--- config.mk ---
export PLATFORM = sky130hd
export DESIGN_NAME = signed_binary_to_db_mc
export DESIGN_NICKNAME = d
export VERILOG_FILES = /design/src/rtl/signed_binary_to_db_mc.sv
export SDC_FILE = /design/constraint.sdc
export NUM_CORES = 1
export LEC_CHECK = 0
export CORE_MARGIN = 8
export CORE_UTILIZATION = 55
export CTS_BUF_LIST = sky130_fd_sc_hd__clkbuf_8 sky130_fd_sc_hd__clkbuf_16
export CTS_CLUSTER_DIAMETER = 60
export DETAILED_ROUTE_END_ITERATION = 8
export PLACE_DENSITY = 0.74
export SLEW_MARGIN = 5
export SYNTH_ARGS = -nofsm -noshare
export SYNTH_HDL_FRONTEND = slang
export SYNTH_SLANG_ARGS = --single-unit
--- constraint.sdc ---
create_clock -name clock -period 11.3 [get_ports clock]
set_input_delay 2.825 -clock clock [delete_from_list [all_inputs] [get_ports clock]]
set_output_delay 2.825 -clock clock [all_outputs]
set_load 0.02 [all_outputs]
--- src/rtl/signed_binary_to_db_mc.sv ---
// Multi-channel signed PCM to dBFS converter with a decaying per-channel peak meter.
// One sample per start/done handshake. The magnitude is normalised one bit per cycle,
// log2 is taken with Mitchell's approximation, and the result is scaled by 20*log10(2).
// Optional build macro: DB_LUT_CORRECTION_EN adds a 16-entry log2 correction table
// indexed by the top mantissa nibble; undefined, the plain Mitchell estimate is used.
// Timing is the same in both builds.
//
// state | meaning
// IDLE  | waiting for start; sample and channel latched on acceptance
// ABS   | magnitude of the latched sample loaded, shift count cleared
// NORM  | zero magnitude finishes at once; else shift left until the MSB is set
// LOG   | Q.8 log2 relative to full scale registered
// MUL   | scale, round, saturate; result and peak registered, done pulsed

module signed_binary_to_db_mc #(
    parameter int IN_W       = 12,
    parameter int OUT_W      = 9,
    parameter int FRAC_BITS  = 1,
    parameter int NUM_CH     = 4,
    parameter int DECAY_STEP = 2,
    localparam int CH_W      = (NUM_CH > 1) ? $clog2(NUM_CH) : 1
) (
    input  logic                    clock,
    input  logic                    reset,
    input  logic                    start,
    input  logic signed [IN_W-1:0]  input_binary,
    input  logic [CH_W-1:0]         channel,
    output logic signed [OUT_W-1:0] output_db,
    output logic [CH_W-1:0]         output_channel,
    output logic signed [OUT_W-1:0] peak_db,
    output logic                    done,
    output logic                    busy
);

    localparam int KW = $clog2(IN_W);
    localparam int LW = $clog2(IN_W) + 10;
    localparam int PW = LW + 11;
    localparam logic signed [OUT_W-1:0] DB_FLOOR = {1'b1, {(OUT_W-1){1'b0}}};
    localparam logic signed [OUT_W-1:0] DB_CEIL  = {1'b0, {(OUT_W-1){1'b1}}};
    localparam logic signed [PW-1:0]    SCALE    = PW'(1541);
    localparam logic signed [PW-1:0]    RND_BIAS = PW'(2 ** (7 - FRAC_BITS));
    localparam logic signed [PW-1:0]    SAT_HI   = PW'(DB_CEIL);
    localparam logic signed [PW-1:0]    SAT_LO   = PW'(DB_FLOOR);

    typedef enum logic [2:0] {IDLE, ABS, NORM, LOG, MUL} state_t;

    state_t                  state, state_next;
    logic signed [IN_W-1:0]  x_reg;
    logic [CH_W-1:0]         ch_reg;
    logic [CH_W-1:0]         ch_in;
    logic [IN_W-1:0]         mag;
    logic [KW-1:0]           k;
    logic signed [LW-1:0]    l_reg;
    logic signed [OUT_W-1:0] peak [NUM_CH];

    logic                    fin;
    logic signed [OUT_W-1:0] fin_db;
    logic [IN_W-1:0]         mag_abs;
    logic [7:0]              frac;
    logic [4:0]              corr;
    logic signed [LW-1:0]    log_val;
    logic signed [PW-1:0]    prod;
    logic signed [PW-1:0]    p_val;
    logic signed [PW-1:0]    r_val;
    logic signed [OUT_W-1:0] r_sat;
    logic signed [OUT_W-1:0] pk_cur;
    int                      pk_dec;
    logic signed [OUT_W-1:0] pk_sat;
    logic signed [OUT_W-1:0] new_peak;

    assign busy  = (state != IDLE);
    // Out-of-range tags fold onto channel 0 so the peak array is never overrun.
    assign ch_in = (int'(channel) >= NUM_CH) ? '0 : channel;

    // Datapath arithmetic: magnitude, log2 estimate, dB scaling and rounding.
    always_comb begin
        mag_abs = x_reg[IN_W-1] ? $unsigned(-x_reg) : $unsigned(x_reg);
        frac    = mag[IN_W-2 -: 8];
        corr    = 5'd0;
`ifdef DB_LUT_CORRECTION_EN
        case (frac[7:4])
            4'd0:  corr = 5'd3;
            4'd1:  corr = 5'd9;
            4'd2:  corr = 5'd14;
            4'd3:  corr = 5'd17;
            4'd4:  corr = 5'd20;
            4'd5:  corr = 5'd21;
            4'd6:  corr = 5'd22;
            4'd7:  corr = 5'd22;
            4'd8:  corr = 5'd21;
            4'd9:  corr = 5'd20;
            4'd10: corr = 5'd18;
            4'd11: corr = 5'd16;
            4'd12: corr = 5'd13;
            4'd13: corr = 5'd10;
            4'd14: corr = 5'd6;
            default: corr = 5'd2;
        endcase
`endif
        log_val = LW'(frac) + LW'(corr) - (LW'(k) << 8);
        prod    = PW'(l_reg) * SCALE;
        p_val   = prod >>> 8;
        r_val   = (p_val + RND_BIAS) >>> (8 - FRAC_BITS);
        if (r_val > SAT_HI) begin
            r_sat = DB_CEIL;
        end else if (r_val < SAT_LO) begin
            r_sat = DB_FLOOR;
        end else begin
            r_sat = r_val[OUT_W-1:0];
        end
    end

    // Next-state logic; the zero test uses the registered magnitude in NORM.
    always_comb begin
        state_next = state;
        fin        = 1'b0;
        fin_db     = DB_FLOOR;
        case (state)
            IDLE: if (start) state_next = ABS;
            ABS:  state_next = NORM;
            NORM: begin
                if (mag == '0) begin
                    fin        = 1'b1;
                    fin_db     = DB_FLOOR;
                    state_next = IDLE;
                end else if (mag[IN_W-1]) begin
                    state_next = LOG;
                end
            end
            LOG:  state_next = MUL;
            MUL: begin
                fin        = 1'b1;
                fin_db     = r_sat;
                state_next = IDLE;
            end
            default: state_next = IDLE;
        endcase
    end

    // Peak hold: decayed old peak (floored) versus the new result.
    always_comb begin
        pk_cur = peak[ch_reg];
        pk_dec = int'(pk_cur) - DECAY_STEP;
        if (pk_dec < int'(DB_FLOOR)) begin
            pk_sat = DB_FLOOR;
        end else begin
            pk_sat = pk_dec[OUT_W-1:0];
        end
        new_peak = (fin_db > pk_sat) ? fin_db : pk_sat;
    end

    // State register.
    always_ff @(posedge clock or negedge reset) begin
        if (!reset) begin
            state <= IDLE;
        end else begin
            state <= state_next;
        end
    end

    // Working registers, outputs and the per-channel peak store.
    always_ff @(posedge clock or negedge reset) begin
        if (!reset) begin
            x_reg          <= '0;
            ch_reg         <= '0;
            mag            <= '0;
            k              <= '0;
            l_reg          <= '0;
            output_db      <= '0;
            output_channel <= '0;
            peak_db        <= DB_FLOOR;
            done           <= 1'b0;
            for (int i = 0; i < NUM_CH; i++) peak[i] <= DB_FLOOR;
        end else begin
            done <= fin;
            case (state)
                IDLE: begin
                    if (start) begin
                        x_reg  <= input_binary;
                        ch_reg <= ch_in;
                    end
                end
                ABS: begin
                    mag <= mag_abs;
                    k   <= '0;
                end
                NORM: begin
                    if (!mag[IN_W-1] && (mag != '0)) begin
                        mag <= mag << 1;
                        k   <= k + KW'(1);
                    end
                end
                LOG: l_reg <= log_val;
                default: ;
            endcase
            if (fin) begin
                output_db      <= fin_db;
                output_channel <= ch_reg;
                peak_db        <= new_peak;
                peak[ch_reg]   <= new_peak;
            end
        end
    end

endmodule
# Word level (Yosys, flattened, before mapping)

Index checks and enable logic that the tools add are counted.

Register bits: 103
Output and inout bits: 22
Word-level logic and storage cells: 67

Add/subtract/negate cells: 5
$mul: 1
$lt $le $gt $ge: 6
Eq/ne operators: 7
Multiplexer cells: 22
Bitwise logic cells: 1
Reductions and logical operators: 11

Operator list:

| operator                                                     | number |
|---|---|
| 2-to-1 mux 9 bit                                             | 8 |
| bitwise mux 36 bit                                           | 1 |
| multiplier 13 x 12 -> 25 bit (second input constant)         | 1 |
| 2-to-1 mux 12 bit                                            | 2 |
| one-hot mux 12 bit (2 select lines)                          | 1 |
| adder 17 x 8 -> 18 bit (second input constant)               | 1 |
| binary-select mux 9 bit (select 2 bit)                       | 1 |
| demux 9 bit (select 2 bit)                                   | 1 |
| subtractor 8 x 12 -> 13 bit                                  | 1 |
| zero test 12 bit                                             | 1 |
| negator 12 bit                                               | 1 |
| one-hot mux 3 bit (4 select lines)                           | 1 |
| nonzero test 12 bit                                          | 1 |
| > comparator 11 x 9 -> 1 bit (second input constant)         | 1 |
| less-than comparator 11 x 9 -> 1 bit (second input constant) | 1 |
| less-than comparator 10 x 9 -> 1 bit (second input constant) | 1 |
| subtractor 9 x 3 -> 10 bit (second input constant)           | 1 |
| > comparator 9 bit                                           | 1 |
| 2-to-1 mux 3 bit                                             | 3 |
| one-hot mux 4 bit (2 select lines)                           | 1 |
| == test 3 x 2 -> 1 bit (second input constant)               | 2 |
| AND reduction 2 bit                                          | 3 |
| adder 4 x 1 -> 4 bit (second input constant)                 | 1 |
| 2-to-1 mux 4 bit                                             | 1 |
| 14 further kinds                                             | 16 |

# Depth between registers and ports, before layout

Depth in word-level cells: 10
Gate-level depth with buffers: 33
Gate-level depth less buffers: 30

# Worst setup path after synthesis

OpenSTA, ideal clock, no wires.

Kind: register -> register
Start: register, netlist name l_reg[12]
End: register peak[0] (netlist name)
Setup time: 0.125 ns
Data arrival time: 6.697 ns
Setup slack: 4.479 ns
Stages on the path, launching flop included: 31
Period minus slack after synthesis: 6.821 ns
Cells stage by stage: dfrtp_1 -> ha_1 -> ha_1 -> inv_1 -> fa_1 -> inv_1 -> fa_1 -> ha_1 -> a21oi_1 -> inv_2 -> a311oi_2 -> xnor2_1 -> ha_1 -> o31a_1 -> nand4_1 -> o21ai_1 -> a21o_1 -> buf_2 -> nor2_1 -> ha_1 -> nor2b_1 -> o21ai_0 -> nand2b_1 -> a21oi_1 -> o21ai_0 -> a31oi_1 -> o22a_1 -> clkbuf_1 -> a211oi_1 -> o32a_1 -> mux2_2

Word-level cells in the longest chain between the ends: 9
Elaborated cells on any way between the ends: 10
Those cells by class: add/sub (1); mul (1); order compare (3); mux (5)

RTL lines:

| element                              | RTL line | text |
|---|---|---|
| multiplier 13 x 12 -> 25 bit (*)     | 101      | `prod = PW'(l_reg) * SCALE;` |
| adder 17 x 8 -> 18 bit (*)           | 103      | `r_val = (p_val + RND_BIAS) >>> (8 - FRAC_BITS);` |
| less-than comparator 11 x 9 -> 1 bit | 106      | `end else if (r_val < SAT_LO) begin` |
| 2-to-1 mux 9 bit                     | 106      |  |
| 2-to-1 mux 9 bit (*)                 | 104      | `if (r_val > SAT_HI) begin` |
| 2-to-1 mux 9 bit (*)                 | --       |  |
| named net fin_db[1]                  | 57       | `logic signed [OUT_W-1:0] fin_db;` |
| > comparator 9 bit (*)               | 149      | `new_peak = (fin_db > pk_sat) ? fin_db : pk_sat;` |
| 2-to-1 mux 9 bit (*)                 | 149      |  |
| bitwise mux 36 bit (*)               | 200      | `peak[ch_reg] <= new_peak;` |
| end signal: indexed assignment       | 200      |  |
| end: declaration                     | 54       | `logic signed [OUT_W-1:0] peak [NUM_CH];` |

The timed path passes the listed nets; every way through them passes the cells marked *.
A chain may end at the register's enable or synchronous reset.

# Final worst setup path

Start: register, netlist name l_reg[12]
End: register peak[12] (netlist name)

Word-level cells in the longest chain between the ends: 9
Elaborated cells on any way between the ends: 10
Those cells by class: add/sub (1); mul (1); order compare (3); mux (5)

RTL lines:

| element                              | RTL line |
|---|---|
| multiplier 13 x 12 -> 25 bit (*)     | 101 |
| adder 17 x 8 -> 18 bit (*)           | 103 |
| less-than comparator 11 x 9 -> 1 bit | 106 |
| 2-to-1 mux 9 bit                     | 106 |
| 2-to-1 mux 9 bit (*)                 | 104 |
| 2-to-1 mux 9 bit (*)                 | -- |
| named net fin_db[1]                  | 57 |
| > comparator 9 bit (*)               | 149 |
| 2-to-1 mux 9 bit (*)                 | 149 |
| bitwise mux 36 bit (*)               | 200 |

Marked as above.

==> results.md <==
- Status: finished clean
- Final Setup Violations: 0
- DP HPWL: 13.43 mm
- Critical path data arrival time: 8.13 ns
- Chip height: 134.7 um
- First-pass GRT wire length: 29.14 mm
- Hold Path Class: reg2reg
- Slew margin rel.: 0.2820
- Via count: 5854
- Ant diodes: 0
- Period utilisation layout: 0.6929
- Post-synthesis sequential area ratio: 0.3332
- CTS tree: yes
- Layout area overhead: 10.70%
- Max-cap check violation count: 0
- RSZ-0062 raised after global routing: false
- Yosys cell types: 82
- Clock Skew: 0.01367 ns
- CP Class: reg2reg
- Final core occ: 0.6208
- Maximum buffer depth of the clock tree: 2
- Fraction of registers with async set/reset: 1.000
- Sinks on Clock Net: 103
- I/O Pins: 39
- EDFF count, synth: 0
- Post-cts repair resize count: 0
- Measured slew at the worst slew-check pin: 1.077 ns
- Die footprint: 18150 sq um
- Drt pass-1 iters: 5
- Port buffer count: 38
- Main flop type after synthesis: dfrtp_1
- Number of global-route vias before repair: 6069
- Flops & latches, synth: 103
- Vias per Instance: 5.907
- Setup WS post-layout: 3.470 ns
- Placer congestion estimate: 0.8896
- Cells after Synth: 777
- Nets: 945
- Max FFs per register: 36
- Die outline width: 134.7 um
- Syn_area_per_cell: 9.979 sq um
- DRC viols: 0
- Starting Density: 0.5608
- Core Box Area: 13830 sq um
- Worst-path clk slew: 0.08 ns
- Final Critical Period: 7.830 ns
- Worst-Skew Late Latency: 0.35 ns
- Crit. End Element: register
- Final Max Tran Viols: 0
- Antenna violations before repair: 0
- Root Buffer: clkbuf_16
- Startpoint types: register
- Share of layout cells above drive strength 1: 0.1332
- Synth Warn #: 0
- H-tree depth: 3
- Slowest stage delay, CP: 0.79 ns
- GRT overflow: 0
- Hold Vio Cnt, Final: 0
- Synthesized area: 7754 sq um
- Crit Path Max Fanout: 20
- # rows: 43
- DR iter-0 viols: 403
- Largest net degree at the start of global routing: 86
- Routed WL per cell: 17.18 um
- CP max stage cell: o31ai_1
- Crit-path most repeated cell: ha_1
- Pre-CTS setup slack: 3.578 ns
- Post-DRT Antenna Nets: 0
- Post-CTS Setup Repair Bufs: 0
- WL final: 17.03 mm
- Fmax: 0.1277 GHz
- Synth Net Count: 916
- Num CTS Buffers: 9
- CP required: 11.60 ns
- Global-route usage over all layers: 0.1959
- Total negative slack: 0 ns
- Post-cts hold buffer count: 0
per-stage QoR:
step	cells	area (sq um)	hold WS, ns
after CTS	991	8581	0.4866
after global routing	991	8583	0.5056
after detailed placement	975	8285	0.4683
after global placement	975	8285	0.4529
after floorplan	777	7754	0.4584
final	991	8583	0.4828
worst max-delay path: cells and delay by family (launching register included):
family | cells | cell delay (ns)
compound gates | 11 | 3.27
simple gates | 4 | 0.56
mux | 1 | 0.30
buf+inv | 3 | 0.15
xor+xnor | 1 | 0.20
fa+ha+maj | 7 | 2.54
flops | 1 | 0.77
cell usage after synthesis (5+ instances only):
master | n | area share
nor3_1 | 18 | 0.012
clkbuf_1 | 15 | 0.0073
buf_2 | 6 | 0.0039
dfstp_2 | 5 | 0.017
fa_1 | 16 | 0.041
and3_1 | 6 | 0.0048
nand2_1 | 85 | 0.041
nand4_1 | 12 | 0.0097
a21oi_1 | 38 | 0.025
dfrtp_1 | 98 | 0.32
xor2_1 | 15 | 0.017
mux4_2 | 9 | 0.026
o21a_1 | 6 | 0.0058
o31ai_1 | 9 | 0.0087
nand3_1 | 9 | 0.0058
and2_1 | 8 | 0.0065
ha_1 | 106 | 0.17
o21ai_0 | 34 | 0.022
xnor2_1 | 14 | 0.016
mux2_2 | 44 | 0.064
a21o_1 | 12 | 0.012
nor2b_1 | 6 | 0.0048
nand2b_1 | 12 | 0.0097
nor2_1 | 55 | 0.027
nor4_1 | 6 | 0.0048
inv_1 | 45 | 0.022
logic make-up (layout without fill, tap and decap cells):
family          after synthesis  after routing  synth area share
xor+xnor                     30             30           0.03631
compound gates              144            144            0.1278
flops                       103            103            0.3332
buf+inv                      72            106           0.03679
mux                          56             56           0.09392
fa+ha+maj                   122            122            0.2124
simple gates                250            250            0.1596
final timing paths:
path	end	depth (start not counted)	from	slack, ns
setup / recovery	peak[12]	27	l_reg[12]	3.47
hold / removal	output_channel[0]	2	output_channel[0]	0.48
setup reg to reg	peak[12]	27	l_reg[12]	3.47
hold reg to reg	output_channel[0]	2	output_channel[0]	0.48
max in group asynchronous	l_reg[5]	2	reset	7.61
min in group asynchronous	output_db[7]	1	reset	2.33
placed cells by master (no fill, tap or decap), types with 3 or more instances in the layout:
| master | netlist | routed |
|---|---|---|
| nand2_1 | 85 | 85 |
| inv_1 | 45 | 45 |
| a21oi_1 | 38 | 38 |
| a221o_1 | 4 | 4 |
| o21ai_0 | 34 | 34 |
| nor2b_1 | 6 | 6 |
| o22ai_1 | 3 | 3 |
| mux2i_1 | 3 | 3 |
| o31ai_1 | 9 | 9 |
| or2_2 | 4 | 4 |
| nand4_1 | 12 | 12 |
| nor4_1 | 6 | 6 |
| clkdlybuf4s50_1 | 0 | 37 |
| dfstp_2 | 5 | 5 |
| nand3_1 | 9 | 9 |
| or3_1 | 4 | 4 |
| nor3_1 | 18 | 18 |
| nand2b_1 | 12 | 12 |
| and2_1 | 8 | 8 |
| mux4_2 | 9 | 9 |
| o21a_1 | 6 | 6 |
| and3_1 | 6 | 6 |
| clkbuf_16 | 0 | 9 |
| xnor2_1 | 14 | 14 |
| xor2_1 | 15 | 15 |
| fa_1 | 16 | 16 |
| buf_4 | 2 | 6 |
| mux2_2 | 44 | 44 |
| nor2_1 | 55 | 54 |
| dfrtp_1 | 98 | 98 |
| a21o_1 | 12 | 12 |
| a211o_1 | 3 | 3 |
| ha_1 | 106 | 106 |
| and4_1 | 3 | 3 |
| nand3b_1 | 3 | 3 |
metal layers:
metal / vias to the layer above / global-route usage / part of all wire
met5: - / 0 / 0
met2: 130 / 0.3204 / 0.47
met1: 2867 / 0.2553 / 0.47
li1: 2837 / - / -
met3: 20 / 0.03678 / 0.039
met4: 0 / 0.06488 / 0.015
final cells by class:
class                   instances  area, sq um
inverters                      47        176.4
well taps                     180        225.2
fillers                      1135         5244
multi-input cells             602         4887
repair buffers                 43        415.4
clock inverters                 7        70.07
clock buffers                   9        225.2
flip-flops and latches        103         2584
Power is left out: the tool's default activity adds up to more than one toggle a clock period on the data nets, which glitch-free logic cannot reach.
